`src/rtl/multi_reg_bank.sv`:
```
// multi_reg_bank
// NCH independent WIDTH-bit live registers with per-channel load and ring
// rotation, plus a shadow register set with per-channel dirty tracking. A
// sequenced commit copies dirty shadow entries into the live registers, one
// channel per cycle, so that a group of updates appears as one staged step.
//
// Ports:
//   clk_i          rising-edge clock
//   rst_i          synchronous active-high reset
//   mode_i         live op: 00 hold, 01 load, 10 rotate up, 11 rotate down
//   ld_en_i        per-channel load enable (mode 01)
//   d_i            parallel load data, channel i at [i*WIDTH +: WIDTH]
//   sh_we_i        shadow write strobe
//   sh_addr_i      shadow channel select
//   sh_wdata_i     shadow write data
//   commit_i       request copy of dirty shadow entries into live registers
//   q_o            live register contents, same packing as d_i
//   dirty_o        shadow entry written since its last commit
//   busy_o         commit sequence in progress
//   commit_done_o  one-cycle pulse at commit completion
module multi_reg_bank #(
  parameter int WIDTH = 8,
  parameter int NCH   = 4
) (
  input  logic                 clk_i,
  input  logic                 rst_i,
  input  logic [1:0]           mode_i,
  input  logic [NCH-1:0]       ld_en_i,
  input  logic [NCH*WIDTH-1:0] d_i,
  input  logic                 sh_we_i,
  input  logic [$clog2(NCH)-1:0] sh_addr_i,
  input  logic [WIDTH-1:0]     sh_wdata_i,
  input  logic                 commit_i,
  output logic [NCH*WIDTH-1:0] q_o,
  output logic [NCH-1:0]       dirty_o,
  output logic                 busy_o,
  output logic                 commit_done_o
);

  localparam int AW = $clog2(NCH);
  // One extra bit so the channel count itself is representable.
  localparam logic [AW:0]   NCH_L  = (AW+1)'(NCH);
  localparam logic [AW-1:0] LAST_L = AW'(NCH - 1);

  typedef enum logic [0:0] {
    ST_IDLE   = 1'b0,
    ST_COMMIT = 1'b1
  } state_t;

  state_t           state_q, state_d;
  logic [AW-1:0]    ptr_q, ptr_d;
  logic [WIDTH-1:0] q_q [NCH];
  logic [WIDTH-1:0] q_d [NCH];
  logic [WIDTH-1:0] s_q [NCH];
  logic [WIDTH-1:0] s_d [NCH];
  logic [NCH-1:0]   dirty_q, dirty_d;
  logic             busy_q, busy_d;
  logic             done_q, done_d;
  logic             sh_valid;

  // Out-of-range addresses only exist when NCH is not a power of two.
  assign sh_valid = sh_we_i && ({1'b0, sh_addr_i} < NCH_L);

  // Next-state logic: FSM, live ops, commit copy and shadow writes.
  always_comb begin
    state_d = state_q;
    ptr_d   = ptr_q;
    dirty_d = dirty_q;
    done_d  = 1'b0;
    for (int i = 0; i < NCH; i++) begin
      q_d[i] = q_q[i];
      s_d[i] = s_q[i];
    end

    case (state_q)
      ST_IDLE: begin
        if (commit_i) begin
          // Commit has priority over the live op in this cycle.
          if (|dirty_q) begin
            state_d = ST_COMMIT;
            ptr_d   = {AW{1'b0}};
          end else begin
            done_d  = 1'b1;
          end
        end else begin
          case (mode_i)
            2'b00: begin
              for (int i = 0; i < NCH; i++) q_d[i] = q_q[i];
            end
            2'b01: begin
              for (int i = 0; i < NCH; i++) begin
                if (ld_en_i[i]) begin
                  q_d[i] = d_i[i*WIDTH +: WIDTH];
                end else begin
                  q_d[i] = q_q[i];
                end
              end
            end
            2'b10: begin
              for (int i = 0; i < NCH; i++) q_d[i] = q_q[(i + NCH - 1) % NCH];
            end
            2'b11: begin
              for (int i = 0; i < NCH; i++) q_d[i] = q_q[(i + 1) % NCH];
            end
            default: begin
              for (int i = 0; i < NCH; i++) q_d[i] = q_q[i];
            end
          endcase
        end
      end
      ST_COMMIT: begin
        // Clean channels are skipped but still take their cycle, so the
        // sequence length never depends on how many entries are dirty.
        if (dirty_q[ptr_q]) begin
          q_d[ptr_q]     = s_q[ptr_q];
          dirty_d[ptr_q] = 1'b0;
        end else begin
          q_d[ptr_q]     = q_q[ptr_q];
        end
        if (ptr_q == LAST_L) begin
          state_d = ST_IDLE;
          ptr_d   = {AW{1'b0}};
          done_d  = 1'b1;
        end else begin
          ptr_d   = ptr_q + AW'(1);
        end
      end
      default: begin
        state_d = ST_IDLE;
        ptr_d   = {AW{1'b0}};
      end
    endcase

    // Applied last so a write colliding with the commit copy keeps the
    // entry dirty; the copy above already used the old shadow value.
    if (sh_valid) begin
      s_d[sh_addr_i]     = sh_wdata_i;
      dirty_d[sh_addr_i] = 1'b1;
    end else begin
      dirty_d = dirty_d;
    end

    busy_d = (state_d == ST_COMMIT);
  end

  // State registers with synchronous reset.
  always_ff @(posedge clk_i) begin
    if (rst_i) begin
      state_q <= ST_IDLE;
      ptr_q   <= {AW{1'b0}};
      dirty_q <= {NCH{1'b0}};
      busy_q  <= 1'b0;
      done_q  <= 1'b0;
      for (int i = 0; i < NCH; i++) begin
        q_q[i] <= {WIDTH{1'b0}};
        s_q[i] <= {WIDTH{1'b0}};
      end
    end else begin
      state_q <= state_d;
      ptr_q   <= ptr_d;
      dirty_q <= dirty_d;
      busy_q  <= busy_d;
      done_q  <= done_d;
      for (int i = 0; i < NCH; i++) begin
        q_q[i] <= q_d[i];
        s_q[i] <= s_d[i];
      end
    end
  end

  // Pack the live registers onto the output bus.
  always_comb begin
    q_o = {(NCH*WIDTH){1'b0}};
    for (int i = 0; i < NCH; i++) q_o[i*WIDTH +: WIDTH] = q_q[i];
  end

  assign dirty_o       = dirty_q;
  assign busy_o        = busy_q;
  assign commit_done_o = done_q;

endmodule

```
`config.mk`:
```
export PLATFORM = sky130hd
export DESIGN_NAME = multi_reg_bank
export DESIGN_NICKNAME = d
export VERILOG_FILES = /design/src/rtl/multi_reg_bank.sv
export SDC_FILE = /design/constraint.sdc
export NUM_CORES = 1
export LEC_CHECK = 0
export ABC_AREA = 1
export BUFFER_PORTS_ARGS = -buffer_cell sky130_fd_sc_hd__buf_4
export CORE_MARGIN = 5
export CORE_UTILIZATION = 56
export CTS_CLUSTER_SIZE = 16
export DETAILED_ROUTE_END_ITERATION = 10
export HOLD_SLACK_MARGIN = 0.1
export PLACE_DENSITY = 0.81
export SKIP_CTS_REPAIR_TIMING = 1
export SYNTH_ARGS = -nofsm -noshare
export SYNTH_HDL_FRONTEND = slang
export SYNTH_SLANG_ARGS = --single-unit
export TNS_END_PERCENT = 10
```
`constraint.sdc`:
```
create_clock -name clk_i -period 2.02 [get_ports clk_i]
set_clock_uncertainty 0.05 [all_clocks]
set_input_delay 0.101 -clock clk_i [delete_from_list [all_inputs] [get_ports clk_i]]
set_output_delay 0.101 -clock clk_i [all_outputs]
set_load 0.01 [all_outputs]
```
# == Word-level counts from Yosys, hierarchy flattened ==
# Memories as Yosys holds them, arrays and structs flattened. A register that Yosys moved wholly into a read port is not among the register bits.
# Cells that the tools add are included.
# totals
reg_bits,8
ram_bits,64
inputBits,52
out_inout_bits,38
wordCells,94
n_memories,2
# mem_list
memory,depth,width,read_ports,rd_ports_with_merged_regs,wr,line_no,text
q_q,4,8,5,1,4,52,logic [WIDTH-1:0] q_q [NCH];
s_q,4,8,5,1,4,54,logic [WIDTH-1:0] s_q [NCH];
# op_classes
addsub,1
magnitude_cmp,8
eq_ne,6
muxes,52
bitwise,14
n_reduce_logical,7
# ops
cell,n
$pmux W32 S4,1
$mux W8,14
$bwmux W32,3
$mux W32,3
$pmux W32 S2,1
$demux W8 S2,2
$mux W2,7
$mux W1,12
$mux W4,3
$or A1 B1 Y1,8
$eq A2 B2 Y1 const B,3
$ge A3 B3 Y1 const B,2
$lt A2 B3 Y1 const B,2
$lt A3 B1 Y1 const B,2
$not A2 Y3,2
$and A4 B4 Y4,1
$demux W1 S2,2
$ge A2 B1 Y1 const B,2
$logic_and A1 B1 Y1,4
$ne A2 B2 Y1 const B,2
$not A4 Y4,1
$or A4 B4 Y4,1
$pmux W1 S2,2
$pmux W2 S2,1
other kinds (7),7

# == Depth between registers and ports, before layout ==
# Gate-level depths: netlist of run 1.
# depth
word_depth,10
ltp_mapped,10

# == Worst setup path before layout of run 1 ==
# No wires, ideal clock.
# synth_timing
kind,reg2reg
from,register ptr_q[0]
to,memory q_q[0][5]
arrival_time_ps,1337
slack_ps,515
path_stages_with_launch,9
path_buffers,1
path_cell_list,dfxtp_1 inv_1 ha_1 or2_0 nand2_1 nor2_4 buf_6 o21ai_1 a21oi_2
# synth_lines
item,line_no,text
start: declaration,51,"logic [AW-1:0] ptr_q, ptr_d;"
start signal: assignment,150,ptr_q <= {AW{1'b0}};
start signal: assignment,160,ptr_q <= ptr_d;
end: declaration,52,

==> results_dict.tcl, run 1 <==
set metrics [dict create \
    crit_path_end_kind "flip-flop" \
    clk_pin_slew_worst_paths_ns 0.08 \
    async_reset_ff_frac 0 \
    status "complete, no violations" \
    synth_simple_gate_area_frac 0.4266 \
    wl_per_cell_um 15.24 \
    routed_wl_um 14740 \
    nets 913 \
    grt_start_max_net_pins 65 \
    rsz0062_at_grt "no" \
    grt_pass1_wl_um 23530 \
    area_delta_synth_final_pct 19.10 \
    coreArea_sq_mm 0.008258 \
    routed_via_density 5.570 \
    drv_cap 0 \
    synth_most_common_cell "nand2_1" \
    portBuffers 89 \
    gp_congestion 0.9036 \
    drc 0 \
    overflow 0 \
    path_class "flip-flop to flip-flop" \
    cp_num_buf_inv 1 \
    cp_top_family "simple AND/OR/NAND/NOR gates" \
    ys_seq_area_frac 0.3093 \
    required_ns 2.20 \
    synth_top_area_share 0.3093 \
    clk_latency_ns 0.36 \
    synth_cell_types 27 \
    path_depth 7 \
    relSlewSlack 0.5432 \
    drive_gt1_frac 0.1752 \
    crit_path_max_incr_delay_ns 0.40 \
    critPathArrivalTime_ns 1.99 \
    slew_viol_final 0 \
    die_y_um 102.5 \
    period_needed_ns 1.806 \
    worst_pin_slew_ns 0.6832 \
    synth-xor-area-share 0 \
    min-delay-path-class "input port to flip-flop" \
    yosysWarningCount 0 \
    ys_ff_latch 74 \
    via_count 5386 \
    cts_buffer_depth 2 \
    synth_area_sq_mm 0.004790 \
    synth_compound_area_frac 0.1288 \
    synthMuxAreaShare 0 \
    yosysTopAreaCell "dfxtp_1" \
    avgSynthCellArea_sq_um 6.125 \
    grtUsageMet2 0.4578 \
    busiest_layer "met2" \
    clock_tree.root_cell "clkbuf_8" \
    pre_cts_slack_ns 0.3261 \
    htreeDepth 3 \
    crit_slowest_cell "dfxtp_1" \
    synthTopCellsByArea "dfxtp_1 (31%), nand2_1 (18%), nand3_1 (17%), inv_1 (6.0%), a21oi_1 (4.6%)" \
    dp_hpwl_um 9829 \
    synth_nets 838 \
    cp_common_cell "nand2_1" \
    p_leak_nw 2.691 \
    holdPathStages 4 \
    holdWs_ns 0.1243 \
    cts_buffers 9 \
    p_per_area_mw_per_mm2 726.2 \
    tns_ns 0 \
    die_w_um 102.5 \
    grt_pass1_vias 4900 \
    dr.pass1.iters 6 \
    synth_common_cells "nand2_1 (228), nand3_1 (165), inv_1 (76), dfxtp_1 (74), nor2_1 (57)" \
    critPathMaxFanout 12 \
    grt_use_total 0.2787 \
    hold_violations 0 \
    vdd_ir_drop_max_mv 0.5760 \
    antenna_left 0 \
    cts_tree "yes" \
    critPathLaunchType "flip-flop" \
    synth_top_family_by_area "simple AND/OR/NAND/NOR gates" \
    fmax_ghz 0.5538 \
    syn_inst 782 \
    drt_iter0_markers 438 \
    crit_chain "inv_1, nand2_1, nand3_1, nand2_1, nand2_1, nand3_1, a21oi_2" \
    dieArea_sq_mm 0.01050 \
    synthFlopType "dfxtp_1" \
    io_pins 90 \
    insertedDiodeCount 0 \
    setup-violations-final 0 \
    initial_core_util 0.5800 \
    post-route-period-util 0.8938 \
    antenna_found_initial 0 \
    grt_use_met1 0.3617 \
    rr_worst_depth 7 \
    cts_sinks 74 \
    rows 33 \
    yosys.area_share.adder 0.01045 \
    use_met3 0.04915 \
    layout_setup_ws_ns 0.2144 \
    synth_edf_count 0 \
]
## sequential cells by signal, indices dropped and copies added (netlist names), named ones only
signal / flops
commit_done_o: 1
dirty_o: 4
ptr_q: 2
q_q: 32
s_q: 32
state_q: 1
## area by class of cell
type,count,area (sq um)
multi-input combinational,579,2710
fill,729,2554
sequential,74,1481
timing repair buffer,109,855.8
inverter,84,320.3
clock buffer,12,155.1
tap,105,131.4
clock inverter,4,50.05
## path summary, 6_finish.rpt
| check | endpoint | startpoint | slack, ns |
|---|---|---|---|
| worst max-delay path | q_q[0][5] | ptr_q[0] | 0.21 |
| worst min-delay path | s_q[1][0] | sh_addr_i[1] | 0.12 |
| worst min register to register | s_q[2][3] | s_q[2][3] | 0.40 |
| worst max register to register | q_q[0][5] | ptr_q[0] | 0.21 |
## kinds of logic (layout without fill, tap and decap cells)
logic type / count (synthesis) / after routing
compound gates: 109 / 109
flops: 74 / 74
simple gates: 466 / 466
buf+inv: 129 / 209
fa+ha+maj: 4 / 4
## per-layer routing
metal,vias up,wire (um)
li1,2668,-
met2,289,6905
met5,-,0
met1,2388,5953
met4,0,352
met3,41,1523
## power by group
part	switching [mW]	internal (mW)	leakage [nW]
Combinational	0.728	0.462	1.98
Sequential	0.160	1.59	0.608
Clock	0.570	0.637	0.0986
Total	1.46	2.69	2.69
## stage by stage
step	total power [mW]	cell area [sq um]	utilization	instances
2_1_floorplan	2.526	4790	-	782
3_3_place_gp	2.889	5399	0.6538	941
3_5_place_dp	2.922	5399	0.6538	941
4_1_cts	4.101	5604	0.6786	957
5_1_grt	4.365	5704	0.6908	967
6_report	4.142	5704	0.6908	967
## worst reg2reg max path, delay by kind of cell, from the launching register on
kind	cells	cell delay (ns)
AND/OR/NAND/NOR	5	1.01
flip-flops	1	0.40
buffers and inverters	1	0.14
AO/OA/AOI/OAI	1	0.08
## cell usage in the layout (no fill, tap or decap), drive strengths merged
| cell type | n |
|---|---|
| clkinvlp | 2 |
| clkbuf | 12 |
| dfxtp | 74 |
| inv | 81 |
| nand2 | 235 |
| nand4 | 2 |
| a21oi | 63 |
| nor3 | 1 |
| o21ai | 46 |
| bufinv | 1 |
| ha | 4 |
| nand3 | 166 |
| clkinv | 4 |
| or2 | 2 |
| buf | 99 |
| dlygate4sd3 | 10 |
| nor2 | 60 |
Note: power is estimated with default switching activity, not from simulation.
==> inputs of run 2 (changes only) <==
- CORE_ASPECT_RATIO: not set -> 0.8
==> run 2 against run 1 <==
  * Count of clock-buffer cells in the layout decreased by 2
  * Power increased by 2.4%
  * Design area increased by 0.31%
  * Fmax decreased by 2.1%
==> results_dict.tcl, run 2 (synthesized netlist as in run 1, its figures left out) <==
set metrics [dict create \
    status "complete, no violations" \
    p_int_mw 2.772 \
    gp_congestion 0.9124 \
    die_w_um 113.4 \
    post-place-cells 949 \
    period_needed_ns 1.845 \
    slew_viol_final 0 \
    p_leak_nw 2.706 \
    hold_violations 0 \
    final_cells 973 \
    drc 0 \
    final_common_cell "nand2_1" \
    min-delay-path-class "input port to flip-flop" \
    antenna_left 0 \
    dr.pass1.iters 6 \
    cts_buffers 9 \
    setup-violations-final 0 \
    grt_start_max_net_pins 57 \
    nets 913 \
    rsz0062_at_grt "no" \
    final_core_util 0.6805 \
    crit_path_end_kind "flip-flop" \
    via_count 5539 \
    power_mw 4.241 \
    coreArea_sq_mm 0.008408 \
    grt_pass1_vias 4921 \
    clock_power_share 0.306 \
    fmax_ghz 0.5420 \
    die_y_um 92.72 \
    p_switching_mw 1.470 \
    drive_gt1_frac 0.1765 \
    grt_use_total 0.2766 \
    p_per_area_mw_per_mm2 741.2 \
    clock_tree.root_cell "clkbuf_8" \
    cts_tree "yes" \
    switching_share 0.3465 \
    combPwrFrac 0.282 \
    drt_iter0_markers 588 \
    cts_buffer_depth 2 \
    most-common-layout-cells "nand2_1 (228), nand3_1 (165), buf_4 (99)" \
    drv_cap 0 \
    portBuffers 89 \
    initial_core_util 0.5696 \
    critPathMaxFanout 33 \
    relSlewSlack 0.4710 \
    rows 30 \
    cts_sinks 74 \
    io_pins 90 \
    path_class "input port to flip-flop" \
    post-route-period-util 0.9134 \
    routed_via_density 5.693 \
    overflow 0 \
    routed_wl_um 15010 \
    wl_per_cell_um 15.43 \
    area_delta_synth_final_pct 19.46 \
    insertedDiodeCount 0 \
    clk_latency_ns 0.35 \
    dieArea_sq_mm 0.01051 \
    htreeDepth 3 \
    critPathLaunchType "input port" \
    pwr-share-seq 0.412 \
    vdd_ir_drop_max_mv 0.4302 \
    grt_pass1_wl_um 23970 \
    worst_pin_slew_ns 0.7886 \
    antenna_found_initial 0 \
    dp_hpwl_um 9949 \
    critPathArrivalTime_ns 2.04 \
    required_ns 2.21 \
    clk_pin_slew_worst_paths_ns 0.08 \
    tns_ns 0 \
]
-- run 2: changes by cell type in the layout (fill, tap and decap cells not counted) --
cell / before / now
clkinvlp_4: 2 / 0
buf_4: 98 / 99
bufinv_16: 1 / 2
clkbuf_1: 1 / 0
clkbuf_8: 11 / 10
clkinv_2: 1 / 2
clkinv_4: 0 / 1
dlygate4sd3_1: 10 / 9
-- run 2: path summary, 6_finish.rpt --
kind | from | end | slack (ns) | depth (start not counted)
worst max register to register | ptr_q[0] | q_q[0][7] | 0.24 | 8
worst min register to register | s_q[2][4] | s_q[2][4] | 0.40 | 2
worst max-delay path | rst_i | q_q[0][3] | 0.17 | 6
worst min-delay path | commit_i | flip-flop | 0.07 | 4
-- run 2: worst max-delay path: stages --
cell and delay, ns:
dlygate4sd3_1 0.52, buf_4 0.16, clkinv_1 0.63, buf_12 0.44
o21ai_1 0.10, a21oi_1 0.06
-- run 2: power groups by stage --
| stage | registers (mW) | logic [mW] | clock network [mW] |
|---|---|---|---|
| after floorplan | 1.77 | 0.760 | 0 |
| after global placement | 1.77 | 1.13 | 0 |
| after detailed placement | 1.77 | 1.16 | 0 |
| after CTS | 1.74 | 1.16 | 1.30 |
| after global routing | 1.76 | 1.32 | 1.37 |
| final | 1.75 | 1.19 | 1.30 |
-- run 2: per-layer routing --
layer  vias up  track usage  share of wire  wire length [um]
met5         -            0              0                 0
met4         0      0.08909          0.021               318
met3        36      0.04964          0.088              1327
met2       287       0.4300           0.45              6774
met1      2551       0.3875           0.44              6589
li1       2665            -              -                 -
-- run 2: through the flow --
step / worst slack, ns / hold WS, ns / cell area, sq um
final: 0.1749 / 0.07456 / 5722
after global routing: 0.09194 / 0.1376 / 5722
after CTS: 0.2859 / -0.08425 / 5632
after detailed placement: 0.3060 / 0.2937 / 5415
after global placement: 0.3393 / 0.2911 / 5415
after floorplan: 0.5149 / 0.1859 / 4790
-- run 2: layout make-up --
type,instances,area (sq um)
multi-input cells,579,2710
fillers,770,2686
flip-flops and latches,74,1481
repair buffers,109,853.3
inverters,84,320.3
well taps,112,140.1
clock buffers,10,137.6
clock inverters,5,78.83
